===== src/rtl/obuf_read_controller_if.sv =====
// obuf_read_controller_if: control, RAM read and output-stream signals of the output-buffer drain controller.
interface obuf_read_controller_if #(
  parameter int RAM_O_SIZE = 256,
  parameter int ARRAY_M = 8,
  parameter int DATA_WIDTH = 16
);
  localparam int ADDR_WIDTH = $clog2(RAM_O_SIZE);
  localparam int ADDR_SET_WIDTH = ADDR_WIDTH * ARRAY_M;
  logic start;
  logic [ADDR_WIDTH-1:0] base_addr;
  logic [ADDR_WIDTH:0] num_rows;
  logic [$clog2(ARRAY_M):0] num_cols;
  logic [ADDR_SET_WIDTH-1:0] addr_set;
  logic [ARRAY_M-1:0] enable_set;
  logic [ARRAY_M*DATA_WIDTH-1:0] rd_data_set;
  logic [ARRAY_M*DATA_WIDTH-1:0] out_data;
  logic out_valid;
  logic out_ready;
  logic out_last;
  logic busy;
  logic done;
  modport master (
    input start, base_addr, num_rows, num_cols, rd_data_set, out_ready,
    output addr_set, enable_set, out_data, out_valid, out_last, busy, done
  );
  modport slave (
    output start, base_addr, num_rows, num_cols, rd_data_set, out_ready,
    input addr_set, enable_set, out_data, out_valid, out_last, busy, done
  );
endinterface


===== src/rtl/obuf_read_controller.sv =====
// obuf_read_controller: drains rows of the output RAM into a ready/valid stream through a 2-entry FIFO.
module obuf_read_controller #(
  parameter int RAM_O_SIZE = 256,
  parameter int ARRAY_M = 8,
  parameter int DATA_WIDTH = 16,
  parameter int ADDR_WIDTH = $clog2(RAM_O_SIZE),
  parameter int ADDR_SET_WIDTH = ADDR_WIDTH * ARRAY_M
) (
  input logic clk,
  input logic reset,
  obuf_read_controller_if.master bus
);
  localparam int CW = $clog2(ARRAY_M) + 1;
  localparam int LW = ARRAY_M * DATA_WIDTH;
  localparam logic [CW-1:0] M_C = CW'(ARRAY_M);
  localparam logic [ADDR_WIDTH:0] ONE = 1;
  typedef enum logic [1:0] {IDLE, READ, DRAIN, DONE} state_t;
  state_t state, state_n;
  logic [ADDR_WIDTH:0] row_cnt, rows_q;
  logic [ADDR_WIDTH-1:0] base_q, addr;
  logic [ADDR_SET_WIDTH-1:0] addr_rep;
  logic [CW-1:0] cols_q;
  logic [ARRAY_M-1:0] lane_mask;
  logic inflight, inflight_last;
  logic [LW-1:0] fifo_data [2];
  logic [1:0] fifo_last;
  logic wr_ptr, rd_ptr;
  logic [1:0] count;
  logic [2:0] occ;
  logic pop, issue, last_issue;
  logic [LW-1:0] wdata;
  assign lane_mask = ~({ARRAY_M{1'b1}} << cols_q);
  assign addr = base_q + row_cnt[ADDR_WIDTH-1:0];
  assign addr_rep = {ARRAY_M{addr}};
  assign bus.out_valid = count != 2'd0;
  assign pop = bus.out_valid & bus.out_ready;
  // rows in flight or buffered, less the one leaving this cycle, must leave room in the FIFO
  assign occ = {1'b0, count} + {2'b0, inflight};
  assign issue = state == READ && occ < (pop ? 3'd3 : 3'd2);
  assign last_issue = issue && row_cnt == rows_q - ONE;
  assign bus.enable_set = issue ? lane_mask : '0;
  assign bus.addr_set = issue ? addr_rep : '0;
  assign bus.out_data = fifo_data[rd_ptr];
  assign bus.out_last = bus.out_valid & fifo_last[rd_ptr];
  assign bus.busy = state != IDLE;
  assign bus.done = state == DONE;
  for (genvar i = 0; i < ARRAY_M; i++) begin : g_lane
    assign wdata[i*DATA_WIDTH +: DATA_WIDTH] = lane_mask[i] ? bus.rd_data_set[i*DATA_WIDTH +: DATA_WIDTH] : '0;
  end
  always_ff @(posedge clk or negedge reset)
    if (!reset) state <= IDLE;
    else state <= state_n;
  always_comb begin
    state_n = state;
    case (state)
      IDLE: if (bus.start) state_n = bus.num_rows == '0 ? DONE : READ;
      READ: if (last_issue) state_n = DRAIN;
      DRAIN: if (pop && bus.out_last) state_n = DONE;
      default: state_n = IDLE;
    endcase
  end
  always_ff @(posedge clk or negedge reset)
    if (!reset) begin
      row_cnt <= '0;
      rows_q <= '0;
      base_q <= '0;
      cols_q <= '0;
      inflight <= 1'b0;
      inflight_last <= 1'b0;
      fifo_data[0] <= '0;
      fifo_data[1] <= '0;
      fifo_last <= '0;
      wr_ptr <= 1'b0;
      rd_ptr <= 1'b0;
      count <= '0;
    end else begin
      if (state == IDLE && bus.start) begin
        base_q <= bus.base_addr;
        rows_q <= bus.num_rows;
        cols_q <= bus.num_cols > M_C ? M_C : bus.num_cols;
        row_cnt <= '0;
      end else if (issue) row_cnt <= row_cnt + ONE;
      inflight <= issue;
      inflight_last <= last_issue;
      if (inflight) begin
        fifo_data[wr_ptr] <= wdata;
        fifo_last[wr_ptr] <= inflight_last;
        wr_ptr <= ~wr_ptr;
      end
      if (pop) rd_ptr <= ~rd_ptr;
      count <= count + {1'b0, inflight} - {1'b0, pop};
    end
endmodule


===== src/flat_wrapper.sv =====
// flat-port wrapper written by rule: the top's interface ports become plain ports
module obuf_read_controller_flat 
#(
  parameter int RAM_O_SIZE = 256,
  parameter int ARRAY_M = 8,
  parameter int DATA_WIDTH = 16,
  parameter int ADDR_WIDTH = $clog2(RAM_O_SIZE),
  parameter int ADDR_SET_WIDTH = ADDR_WIDTH * ARRAY_M
)
  (clk, reset, bus_start, bus_base_addr, bus_num_rows, bus_num_cols, bus_rd_data_set, bus_out_ready, bus_addr_set, bus_enable_set, bus_out_data, bus_out_valid, bus_out_last, bus_busy, bus_done);
  obuf_read_controller_if #(.RAM_O_SIZE(RAM_O_SIZE), .ARRAY_M(ARRAY_M), .DATA_WIDTH(DATA_WIDTH)) bus_i ();
  input logic clk;
  input logic reset;
  input wire logic [$bits(bus_i.start)-1:0] bus_start;
  input wire logic [$bits(bus_i.base_addr)-1:0] bus_base_addr;
  input wire logic [$bits(bus_i.num_rows)-1:0] bus_num_rows;
  input wire logic [$bits(bus_i.num_cols)-1:0] bus_num_cols;
  input wire logic [$bits(bus_i.rd_data_set)-1:0] bus_rd_data_set;
  input wire logic [$bits(bus_i.out_ready)-1:0] bus_out_ready;
  output wire logic [$bits(bus_i.addr_set)-1:0] bus_addr_set;
  output wire logic [$bits(bus_i.enable_set)-1:0] bus_enable_set;
  output wire logic [$bits(bus_i.out_data)-1:0] bus_out_data;
  output wire logic [$bits(bus_i.out_valid)-1:0] bus_out_valid;
  output wire logic [$bits(bus_i.out_last)-1:0] bus_out_last;
  output wire logic [$bits(bus_i.busy)-1:0] bus_busy;
  output wire logic [$bits(bus_i.done)-1:0] bus_done;
  assign bus_i.start = bus_start;
  assign bus_i.base_addr = bus_base_addr;
  assign bus_i.num_rows = bus_num_rows;
  assign bus_i.num_cols = bus_num_cols;
  assign bus_i.rd_data_set = bus_rd_data_set;
  assign bus_i.out_ready = bus_out_ready;
  assign bus_addr_set = bus_i.addr_set;
  assign bus_enable_set = bus_i.enable_set;
  assign bus_out_data = bus_i.out_data;
  assign bus_out_valid = bus_i.out_valid;
  assign bus_out_last = bus_i.out_last;
  assign bus_busy = bus_i.busy;
  assign bus_done = bus_i.done;
  obuf_read_controller #(.RAM_O_SIZE(RAM_O_SIZE), .ARRAY_M(ARRAY_M), .DATA_WIDTH(DATA_WIDTH), .ADDR_WIDTH(ADDR_WIDTH), .ADDR_SET_WIDTH(ADDR_SET_WIDTH)) u_core (.clk(clk), .reset(reset), .bus(bus_i));
endmodule

===== config.mk =====
export PLATFORM = sky130hd
export DESIGN_NAME = obuf_read_controller_flat
export DESIGN_NICKNAME = d
export VERILOG_FILES = /design/src/rtl/obuf_read_controller_if.sv /design/src/rtl/obuf_read_controller.sv /design/src/flat_wrapper.sv
export SDC_FILE = /design/constraint.sdc
export NUM_CORES = 1
export LEC_CHECK = 0
export BUFFER_PORTS_ARGS = -buffer_cell sky130_fd_sc_hd__buf_2
export CORE_MARGIN = 1
export CORE_UTILIZATION = 30
export CTS_BUF_LIST = sky130_fd_sc_hd__clkbuf_4
export CTS_CLUSTER_DIAMETER = 40
export DETAILED_ROUTE_END_ITERATION = 6
export HOLD_SLACK_MARGIN = 0.08
export PLACE_DENSITY = 0.52
export SLEW_MARGIN = 0
export SYNTH_ARGS = -nofsm -noshare
export SYNTH_HDL_FRONTEND = slang
export SYNTH_SLANG_ARGS = --single-unit
export TNS_END_PERCENT = 10

===== constraint.sdc =====
create_clock -name clk -period 7.9 [get_ports clk]
set_input_delay 1.58 -clock clk [delete_from_list [all_inputs] [get_ports clk]]
set_output_delay 1.58 -clock clk [all_outputs]
set_load 0.01 [all_outputs]

Yosys cells after proc, flatten, opt, wreduce, memory -nomap -nowiden. Cells that the tools add are included.

Multiplexer cells: 30. Order comparisons: 8. Reduce and logical (&&, ||, !) cells: 12. Shifts and indexed selects: 1. Bitwise gates (word level): 7. Equal/unequal tests: 7. Add/sub/neg operators: 6.

Operators by type and width (number): 128-bit 2-to-1 mux (4); 256-bit bitwise mux (1); 128-bit demux with 1-bit select (1); 16-bit 2-to-1 mux (8); 64-bit 2-to-1 mux (1); 9-bit 2-to-1 mux (2); 9-bit by 1-bit adder with 9-bit output (second input constant) (1); 9-bit == test (1); 9-bit zero test (1); 9-bit by 1-bit subtractor with 9-bit output (second input constant) (1); 8-bit adder (1); 2-bit 2-to-1 mux (4); 8-bit 2-to-1 mux (1); 8-bit inverter (1); 8-bit by 4-bit << shifter with 8-bit output (first input constant) (1); 1-bit logical AND (6); 2-bit case mux with 3 select lines (1); 2-bit nonzero test (3); 2-bit == test (second input constant) (2); 2-bit greater-or-equal comparator (second input constant) (2); 4-bit greater-than comparator (second input constant) (1); 1-bit by 2-bit less-than comparator with 1-bit output (second input constant) (2); 1-bit 2-to-1 mux (4); 4-bit 2-to-1 mux (1); 16 further kinds (20).

Flip-flop bits (word level): 296. Output and inout bits: 204. Input bits: 153. Logic and storage cells: 84.

Logic depth before layout (Yosys ltp).
Word-level depth: 8. Depth in mapped cells: 9. Mapped depth without buffers: 8.

Worst setup path before layout. OpenSTA, ideal clock, no wires.

Kind: input port to output port. From: input port bus_out_ready. To: output port bus_addr_set[15]. Stages on the path: 6. Slack: 3.165 ns. Buffers on the path: 1. Data arrival time: 3.155 ns. Required time: 6.320 ns. Cell sequence: o21ai_0 -> o21ai_2 -> nand2_1 -> or4_1 -> o21ai_0 -> buf_4.

Cells in the longest elaborated chain, start to end: 5.

RTL lines: start, declared (RTL line flat_wrapper.sv:19) `input wire logic [$bits(bus_i.out_ready)-1:0] bus_out_ready;`; 1-bit bitwise AND (RTL line obuf_read_controller.sv:36) `assign pop = bus.out_valid & bus.out_ready;`; 1-bit 2-to-1 mux (RTL line obuf_read_controller.sv:39) `assign issue = state == READ && occ < (pop ? 3'd3 : 3'd2);`; 3-bit less-than comparator (RTL line obuf_read_controller.sv:39); 1-bit logical AND (RTL line obuf_read_controller.sv:39); 64-bit 2-to-1 mux (RTL line obuf_read_controller.sv:42) `assign bus.addr_set = issue ? addr_rep : '0;`; end, declared (RTL line flat_wrapper.sv:20) `output wire logic [$bits(bus_i.addr_set)-1:0] bus_addr_set;`.

No other way between the ends.

Worst setup path after layout.
From: input port bus_out_ready. To: output port bus_addr_set[47].

The elaborated chain is that of the path after synthesis.

==> impl_metrics.yaml <==
layout:
  design_area_um2: 16800
  final_cells: 2432
  fillers: 4781
  utilization: 0.370
  syn2layout_area_growth_pct: 21.5
  multiInputGateArea_um2: 5650
  fin_nets: 1938
  regArea_um2: 7410
  layout-drive-gt1-share: 0.354
yosys:
  syn_inst: 1458
  yosysWarningCount: 0
  syn_area_per_cell_um2: 9.51
  synth.cell_area_um2: 13900
  netlist_top_cells_area: "dfrtp_1 53%, nand2_1 12%, mux2_2 11%"
  synth-seq-cells: 296
  synth_commonest_cells: "451 x nand2_1, 296 x dfrtp_1, 269 x o21ai_0, 131 x mux2_2, 81 x clkbuf_1"
  async_flop_share: 1.00
  ys.flop_type: "dfrtp_1"
  ys_seq_area_frac: 0.534
  synthDistinctLibCells: 48
  synthMostInstantiatedCell: "nand2_1"
  synth_top_area_frac: 0.534
  yosys.area.top_type: "dfrtp_1"
  syn_nets: 1629
  synth_edf_count: 0
sta:
  tightest_slew_ns: 1.04
  setup_viol: 0
  max-slew-margin-rel: 0.307
  fin_tns_setup_ns: 0
  skew_ns: 0.0569
  fin_crit_ns: 5.35
  rsz0062_at_grt: "no"
  fmax_mhz: 187
  drv_slew: 0
  final_hold_viol_count: 0
  period_share: 0.677
clocking:
  clock-root-buffer: "clkbuf_4"
  cts_sinks: 296
  cts_inserted_buffers: 89
  ctsHoldBuffers: 0
  clkLatencyLatePin_ns: 0.80
  cts.reportedPaths.clkPinSlew_ns: 0.05
  cts_tree: "done"
  cts_resized: 0
  h-tree-depth: 3
  postCtsSetupRepairBufs: 0
  cts.path.max_buffers: 3
floorplanning:
  coreArea_um2: 45500
  dieArea_um2: 47100
  std_cell_rows: 78
  start_util: 0.305
  io_pins: 357
  die_h_um: 217
  die_w_um: 217
power_and_ir_drop:
  powerDensity_nw_per_um2: 395
  total_power_uw: 6650
  power.clock.fraction: 0.216
  p_sw_frac: 0.398
  p_leak_uw: 0.00870
  internal-power_uw: 4010
  ir_drop_mv: 0.177
  p_comb_frac: 0.410
  sequentialPowerShare: 0.374
  switching_power_uw: 2650
critical_path:
  cp_slowest_cell: "or4_1"
  cp-start-kind: "input port"
  endpoint_kind: "output pin"
  cp_max_fo: 12
  crit_chain: "buf_2 > o21ai_0 > o21ai_2 > nand2_1 > or4_1 > o21ai_0 > buf_2"
  critical_path.max_stage_delay_ns: 0.58
  cp.required_ns: 6.32
  critPathArrivalTime_ns: 3.77
  worstSetupPathType: "input port to output pin"
global_routing:
  grt_pass1_vias: 11200
  grt_max_degree: 258
  grt-ovfl-total: 0
  grt.total_usage: 0.161
  antenna_found_initial: 6
  grt_first_pass_wirelength_um: 59700
place:
  place_hpwl_um: 24400
  placed_area_um2: 15800
  port_buffers: 356
  post-place-cells: 2276
  finalWeightedCongestion: 0.765
run:
  drv_cap: 0
route:
  ant_nets: 0
  vias_per_cell: 4.58
  num_vias: 11100
  wirelength_um: 37400
  drt_iter0_drc: 646
  routedWlPerCell_um: 15.4
  drcViolationCount: 0
  dr.pass1.iters: 5
outcome:
  status: "finished clean"
hold_path:
  holdCritPathClass: "flop to flop"
placed cells by master (no fill, tap or decap), types with 3 or more instances in the layout:
master,count
nand2_1,450
buf_2,355
dfrtp_1,295
o21ai_0,269
mux2_2,131
clkbuf_4,129
nor2_1,23
xnor2_1,18
ha_1,17
inv_1,13
clkinv_1,12
a21oi_1,8
and3_1,7
xor2_1,7
clkinv_2,7
buf_4,7
diode_2,6
nor3_1,6
or3_1,6
a21o_1,5
nand3_1,4
nor2b_1,3
or2_2,3
o21bai_1,3
nor4_1,3
nand4_1,3
and2_1,3
nand3b_1,3
area by class of cell:
cell class / instances / area share
clock inverter: 21 / 0.00676
multi-input combinational: 1001 / 0.335
timing repair buffer: 365 / 0.112
clock buffer: 129 / 0.0575
sequential: 296 / 0.440
antenna: 6 / 0.000891
tap: 600 / 0.0446
inverter: 14 / 0.00312
cells by family (layout without fill, tap and decap cells):
logic type / count (synthesis) / in the layout / share of synthesized area
adder cells (fa/ha/maj): 18 / 18 / 0.0168
buffers and inverters: 161 / 529 / 0.0591
flip-flops: 296 / 296 / 0.534
XOR/XNOR: 25 / 25 / 0.0158
other: 0 / 6 / 0
multiplexers: 132 / 132 / 0.107
AO/OA/AOI/OAI: 298 / 298 / 0.113
AND/OR/NAND/NOR: 528 / 528 / 0.154
layer usage:
layer | GRT usage | routed length [µm] | up-vias
met2 | 0.256 | 17600 | 335
met4 | 0.0606 | 868 | 6
met5 | 0 | 37 | -
li1 | - | - | 5489
met3 | 0.0507 | 2400 | 78
met1 | 0.204 | 16500 | 5240
stage by stage:
step / setup WS (ns) / hold slack, ns
4_1_cts: 2.49 / 0.478
3_5_place_dp: 2.50 / 0.464
5_1_grt: 2.28 / 0.495
3_3_place_gp: 2.56 / 0.456
2_1_floorplan: 3.16 / 0.444
6_report: 2.55 / 0.472
worst paths after layout:
check | from | to | slack (ns) | depth (start not counted)
worst max-delay path | bus_out_ready | bus_addr_set[47] | 2.55 | 7
worst min-delay path | u_core.fifo_data[215] | u_core.fifo_data[215] | 0.47 | 2
worst max register to register | u_core.rd_ptr | u_core.state[1] | 5.41 | 6
worst min register to register | u_core.fifo_data[215] | u_core.fifo_data[215] | 0.47 | 2
max in group asynchronous | reset | u_core.rd_ptr | 5.63 | 2
min in group asynchronous | reset | u_core.fifo_data[235] | 0.72 | 1
worst max-delay path: cells and delay by family:
family / cells / cell delay [ns]
AO/OA/AOI/OAI: 3 / 0.93
buffers and inverters: 2 / 0.32
AND/OR/NAND/NOR: 2 / 0.93
flip-flops by register name (all words and copies together), names as in the netlist, 2 cells and up:
register	flops
u_core.base_q	8
u_core.cols_q	4
u_core.count	2
u_core.fifo_data	256
u_core.fifo_last	2
u_core.row_cnt	9
u_core.rows_q	9
u_core.state	2
power by group through the flow:
| stage | Combinational, µW | Sequential [µW] | Clock, µW |
|---|---|---|---|
| detailed placement | 2780 | 2530 | 0 |
| global placement | 2740 | 2500 | 0 |
| finish | 2730 | 2490 | 1430 |
| global route | 3070 | 2580 | 1590 |
| floorplan | 1990 | 2340 | 0 |
| CTS | 2790 | 2500 | 1510 |
No activity file was read; power rests on OpenSTA's default activity.
